File: src/rtl/instruction_loader.sv
// instruction_loader: streams received bytes into the byte-wide instruction
// memory after a start command, assembling 32-bit words MSB first, and ends
// the load on HALT (done) or when memory fills without HALT (error).
module instruction_loader #(
    parameter int unsigned MEMORY_WIDTH     = 8,
    parameter int unsigned MEMORY_DEPTH     = 64,
    parameter int unsigned NB_ADDR          = 32,
    parameter int unsigned NB_INSTRUCTION   = 32,
    parameter logic [NB_INSTRUCTION-1:0] HALT_INSTRUCTION = 32'hFFFFFFFF,
    parameter int unsigned NB_COUNT         = 8
) (
    input  logic                    i_clock,
    input  logic                    i_reset,
    input  logic                    i_start,
    input  logic [MEMORY_WIDTH-1:0] i_rx_data,
    input  logic                    i_rx_valid,
    output logic                    o_rx_ready,
    output logic                    o_wr_enable,
    output logic [NB_ADDR-1:0]      o_wr_addr,
    output logic [MEMORY_WIDTH-1:0] o_wr_data,
    output logic                    o_loading,
    output logic                    o_done,
    output logic                    o_error,
    output logic [NB_COUNT-1:0]     o_instr_count
);

    localparam int unsigned BYTES_PER_INSTR = NB_INSTRUCTION / MEMORY_WIDTH;
    localparam int unsigned NB_BYTE_IDX     = $clog2(BYTES_PER_INSTR);
    // Only the older bytes of a word need storing; the newest comes straight off the bus.
    localparam int unsigned NB_SHIFT        = NB_INSTRUCTION - MEMORY_WIDTH;

    typedef enum logic [1:0] {
        ST_IDLE  = 2'd0,
        ST_LOAD  = 2'd1,
        ST_DONE  = 2'd2,
        ST_ERROR = 2'd3
    } state_t;

    state_t                    state_q;
    state_t                    state_next;
    logic [NB_ADDR-1:0]        addr_q;
    logic [NB_ADDR-1:0]        addr_next;
    logic [NB_BYTE_IDX-1:0]    byte_idx_q;
    logic [NB_BYTE_IDX-1:0]    byte_idx_next;
    logic [NB_SHIFT-1:0]       word_q;
    logic [NB_SHIFT-1:0]       word_next;
    logic [NB_INSTRUCTION-1:0] word_full;
    logic [NB_COUNT-1:0]       count_next;
    logic                      wr_enable_next;
    logic [NB_ADDR-1:0]        wr_addr_next;
    logic [MEMORY_WIDTH-1:0]   wr_data_next;
    logic                      rx_ready_next;
    logic                      loading_next;
    logic                      done_next;
    logic                      error_next;
    logic                      accept;

    // A byte is consumed only while the loader advertises ready.
    assign accept = i_rx_valid && o_rx_ready;

    // State, datapath and registered outputs; reset discards any pending write.
    always_ff @(posedge i_clock) begin
        if (i_reset) begin
            state_q       <= ST_IDLE;
            addr_q        <= '0;
            byte_idx_q    <= '0;
            word_q        <= '0;
            o_instr_count <= '0;
            o_wr_enable   <= 1'b0;
            o_wr_addr     <= '0;
            o_wr_data     <= '0;
            o_rx_ready    <= 1'b0;
            o_loading     <= 1'b0;
            o_done        <= 1'b0;
            o_error       <= 1'b0;
        end else begin
            state_q       <= state_next;
            addr_q        <= addr_next;
            byte_idx_q    <= byte_idx_next;
            word_q        <= word_next;
            o_instr_count <= count_next;
            o_wr_enable   <= wr_enable_next;
            o_wr_addr     <= wr_addr_next;
            o_wr_data     <= wr_data_next;
            o_rx_ready    <= rx_ready_next;
            o_loading     <= loading_next;
            o_done        <= done_next;
            o_error       <= error_next;
        end
    end

    // Next-state, byte assembly and termination decision.
    always_comb begin
        state_next     = state_q;
        addr_next      = addr_q;
        byte_idx_next  = byte_idx_q;
        word_next      = word_q;
        count_next     = o_instr_count;
        wr_enable_next = 1'b0;
        wr_addr_next   = o_wr_addr;
        wr_data_next   = o_wr_data;
        word_full      = {word_q, i_rx_data};

        case (state_q)
            ST_LOAD: begin
                if (accept) begin
                    wr_enable_next = 1'b1;
                    wr_addr_next   = addr_q;
                    wr_data_next   = i_rx_data;
                    addr_next      = addr_q + NB_ADDR'(1);
                    word_next      = word_full[NB_SHIFT-1:0];
                    byte_idx_next  = byte_idx_q + NB_BYTE_IDX'(1);
                    if (byte_idx_q == NB_BYTE_IDX'(BYTES_PER_INSTR - 1)) begin
                        if (o_instr_count != '1) begin
                            count_next = o_instr_count + NB_COUNT'(1);
                        end
                        if (word_full == HALT_INSTRUCTION) begin
                            state_next = ST_DONE;
                        end else if (addr_q == NB_ADDR'(MEMORY_DEPTH - 1)) begin
                            state_next = ST_ERROR;
                        end
                    end
                end
            end
            default: begin
                // IDLE, DONE and ERROR all restart the same way; memory is not cleared.
                if (i_start) begin
                    state_next    = ST_LOAD;
                    addr_next     = '0;
                    byte_idx_next = '0;
                    word_next     = '0;
                    count_next    = '0;
                end
            end
        endcase

        rx_ready_next = (state_next == ST_LOAD);
        loading_next  = (state_next == ST_LOAD);
        done_next     = (state_next == ST_DONE);
        error_next    = (state_next == ST_ERROR);
    end

endmodule
File: config.mk
export PLATFORM = sky130hd
export DESIGN_NAME = instruction_loader
export DESIGN_NICKNAME = d
export VERILOG_FILES = /design/src/rtl/instruction_loader.sv
export SDC_FILE = /design/constraint.sdc
export NUM_CORES = 1
export LEC_CHECK = 0
export BUFFER_PORTS_ARGS = -buffer_cell sky130_fd_sc_hd__buf_2
export CORE_MARGIN = 5
export CORE_UTILIZATION = 25
export CTS_CLUSTER_SIZE = 14
export DETAILED_ROUTE_END_ITERATION = 6
export PLACE_DENSITY = 0.44
export SETUP_SLACK_MARGIN = 0.4
export SLEW_MARGIN = 5
export SYNTH_ARGS = -nofsm -noshare
export SYNTH_HDL_FRONTEND = slang
export SYNTH_SLANG_ARGS = --single-unit
File: constraint.sdc
create_clock -name i_clock -period 3.47 [get_ports i_clock]
set_input_delay 0.1735 -clock i_clock [delete_from_list [all_inputs] [get_ports i_clock]]
set_output_delay 0.1735 -clock i_clock [all_outputs]
set_load 0.05 [all_outputs]
==> summary.txt <==
Outcome
  • Outcome: completed

Routing
  • Drt via density: 5.041
  • Post-Route WL: roughly 13,000 um
  • DR iter-0 viols: between 300 and 400
  • Wire per inst: between 15 and 20 um
  • Vias: 4,103
  • Detailed Routing Iterations Pass 1: 4
  • DRC Markers: 0
  • Post-route ant nets: 0

Clock tree
  • Post-CTS sizing: 0
  • CTS Buf Count: 9
  • Root buffer cell: clkbuf_16
  • Post-CTS setup buffers: 0
  • CTS H-tree lvls: 3
  • Clock-pin slew on the worst setup and hold paths: approximately 0.09 ns
  • CTS max path bufs: 2
  • Clock sinks: approximately 110
  • CTS tree: yes
  • Hold Buf Count CTS: 0
  • Clock Latency Late Sink: between 0.3 and 0.4 ns

Hold path
  • HP Class: in2reg

Critical path
  • Crit start category: flop
  • Worst Path Arrival: roughly 2.6 ns
  • Critical Path RT: 3.72 ns
  • Critical-path maximum fanout: 34
  • Kind of critical path: reg2reg
  • Type of element capturing the critical path: flop
  • R2R setup slack: around 1.1 ns

Flow run
  • Max_cap viols: 0

Pwr
  • P_int: between 1.5 and 2 mW
  • Power Density: 463.3 nW/um^2
  • P_sw: approximately 630 uW
  • Peak supply drop: between 0.2 and 0.25 mV
  • Net switching fraction of the power: about a quarter
  • Power Total: about 2.5 mW
  • Combinational power share: ~4.5%
  • P_leak: just under 2 nW
  • Reg power frac: 51.2%
  • Clock share of power: 44.3%

Die
  • FP Rows: 49
  • Core Box Area: 18,150 um^2
  • Die area: approximately 21,000 um^2
  • IO Pins: 65
  • Initial core utilization: between 20 and 30%
  • DIE HEIGHT: between 100 and 150 um
  • Die width: around 150 um

STA
  • Actual slew at the worst max-slew pin: approximately 1.2 ns
  • RSZ-0062 raised after global routing: false
  • Final min period: 2.376 ns
  • Max Transition Viols Final: 0
  • Final Cycle Share: roughly 68%
  • F_max: 0.4209 GHz
  • Slew headroom: 22.27%
  • Setup_tns: 0 ns
  • Final hold violations: 0
  • Clock Skew: roughly 0.012 ns
  • Final setup fails: 0

Logic synthesis
  • Post-Syn Area: 4648 um^2
  • Synthesized flop and latch total: ~110
  • Post-synthesis adder-cell area fraction: less than 1%
  • Avg Inst Size Synth: about 8.7 um^2
  • Number of synthesized flops with an enable pin: 0
  • Largest family of logic cells by synthesized area: simple AND/OR/NAND/NOR gates
  • Warnings, synthesis: 0
  • Synth Area in XOR/XNOR: less than 1%
  • Post-synthesis mux area share: 2.638%
  • Post-synth ARST share: 0%
  • Cells after Synth: between 500 and 600
  • Compound-Gate Fraction of Synth Area: 18.22%
  • Unique cell type count in the Yosys netlist: 51
  • Most used DFF post-synth: dfxtp_1
  • Simple-gate area share of the yosys netlist: between 20% and 30%
  • Syn_nets: approximately 550
  • Sequential share of the synthesized area: approximately 48%

Global route
  • Remaining global-route overflow: 0
  • Pin count of the biggest net entering global routing: ~50
  • Global-route wire length before repair: between 20,000 and 25,000 um
  • Global-route usage over all layers: approximately an eighth
  • Vias in the first global route: approximately 4,000
  • Initial antenna violation count: 0

Cells and area
  • Commonest non-fill, non-tap cell in the layout: nand2_1
  • Layout cell share with drive strength beyond 1: around 17%
  • Final Util: between 30% and 40%
  • Area delta synth->final: 17.44%
  • Most frequent cells in the layout: 113 x nand2_1, 112 x dfxtp_1, 66 x a21oi_1, 64 x buf_2, 26 x a22o_1
  • Fin nets: approximately 600
  • Cell Count, Final, Fillers Out: 814
  • Antenna Cells: 0

Placed design
  • Hpwl dp: a little over 9000 um
  • Number of cells after detailed placement: roughly 800
  • Port Buffers: 64
  • Gp weighted congestion: between 0.8 and 0.9
==> logic make-up after synthesis <==
kind of cell / count (synthesis)
XOR/XNOR: 1
multiplexers: 12
flip-flops: 112
AND/OR/NAND/NOR: 239
buffers and inverters: 37
adder cells (fa/ha/maj): 3
AO/OA/AOI/OAI: 130
==> critical path: stages, from the launching register on <==
cell     delay [ns]
dfxtp_1        0.40
and4b_2        0.56
buf_4          0.43
nand4_1        0.24
nor4_1         0.26
mux2_2         0.37
==> Yosys cell counts, drive strengths merged (3+ instances only) <==
cell,number,area share (%)
buf,18,2.1
nand3,14,1.5
nand2b,12,1.6
nand2,113,9.1
and4,5,0.97
o21ai,6,0.65
dfxtp,112,48
clkbuf,17,1.4
a311oi,4,0.75
and3b,3,0.57
a22o,26,4.9
a21oi,67,7.3
nor4,16,2.2
nor2,14,1.1
or4,14,2.3
a211oi,3,0.59
mux2i,10,2.2
o31ai,11,1.8
and2,4,0.54
ha,3,0.81
nand4,22,3.0
or3,3,0.40
and3,9,1.3
==> final timing paths <==
kind | cells after the start | endpoint | from
worst max register to register | 5 | addr_q[22]$_SDFFE_PP0P_ | state_q[0]$_SDFF_PP0_
worst min register to register | 2 | o_wr_addr[11]$_SDFFE_PP0P_ | o_wr_addr[11]$_SDFFE_PP0P_
worst min-delay path | 2 | word_q[6]$_SDFFE_PP0P_ | i_rx_data[6]
worst max-delay path | 5 | addr_q[22]$_SDFFE_PP0P_ | state_q[0]$_SDFF_PP0_
==> power groups by stage <==
| stage | combinational [mW] | clock (mW) | sequential (mW) |
|---|---|---|---|
| 2_1_floorplan | 0.0693 | 0 | 1.34 |
| 3_3_place_gp | 0.115 | 0 | 1.33 |
| 3_5_place_dp | 0.116 | 0 | 1.33 |
| 4_1_cts | 0.117 | 1.16 | 1.30 |
| 5_1_grt | 0.126 | 1.20 | 1.30 |
| 6_report | 0.115 | 1.12 | 1.30 |
==> flip-flops by register name (all words and copies together) (netlist names) <==
register	count
state_q	2
o_loading	1
o_wr_data	8
addr_q	32
byte_idx_q	2
o_done	1
word_q	24
o_wr_addr	32
o_wr_enable	1
o_error	1
o_instr_count	8
==> through the flow <==
stage	setup WS, ns	hold WS [ns]	area [um^2]
after floorplan	1.485	0.3064	4648
after global routing	0.9437	0.05737	5459
after global placement	1.169	0.4341	5139
final	1.094	0.06288	5459
after CTS	1.092	0.05013	5459
after detailed placement	1.116	0.4309	5139
==> area by class of cell <==
cell class | count | area (um^2)
clock buffers | 9 | 225.2
flip-flops and latches | 112 | 2242
inverters | 2 | 7.507
repair buffers | 70 | 365.4
multi-input cells | 385 | 2237
clock inverters | 7 | 95.09
well taps | 229 | 286.5
fillers | 2012 | 12690
==> metal layers <==
layer  track usage [%]  vias to the layer above  share of wire [%]
met3             3.533                       13                4.8
met1             16.29                     1963                 48
li1                  -                     2049                  -
met2             19.61                       78                 46
met4             3.575                        0                1.2
met5                 0                        -                  0
Note: power is estimated with default switching activity, not from simulation.
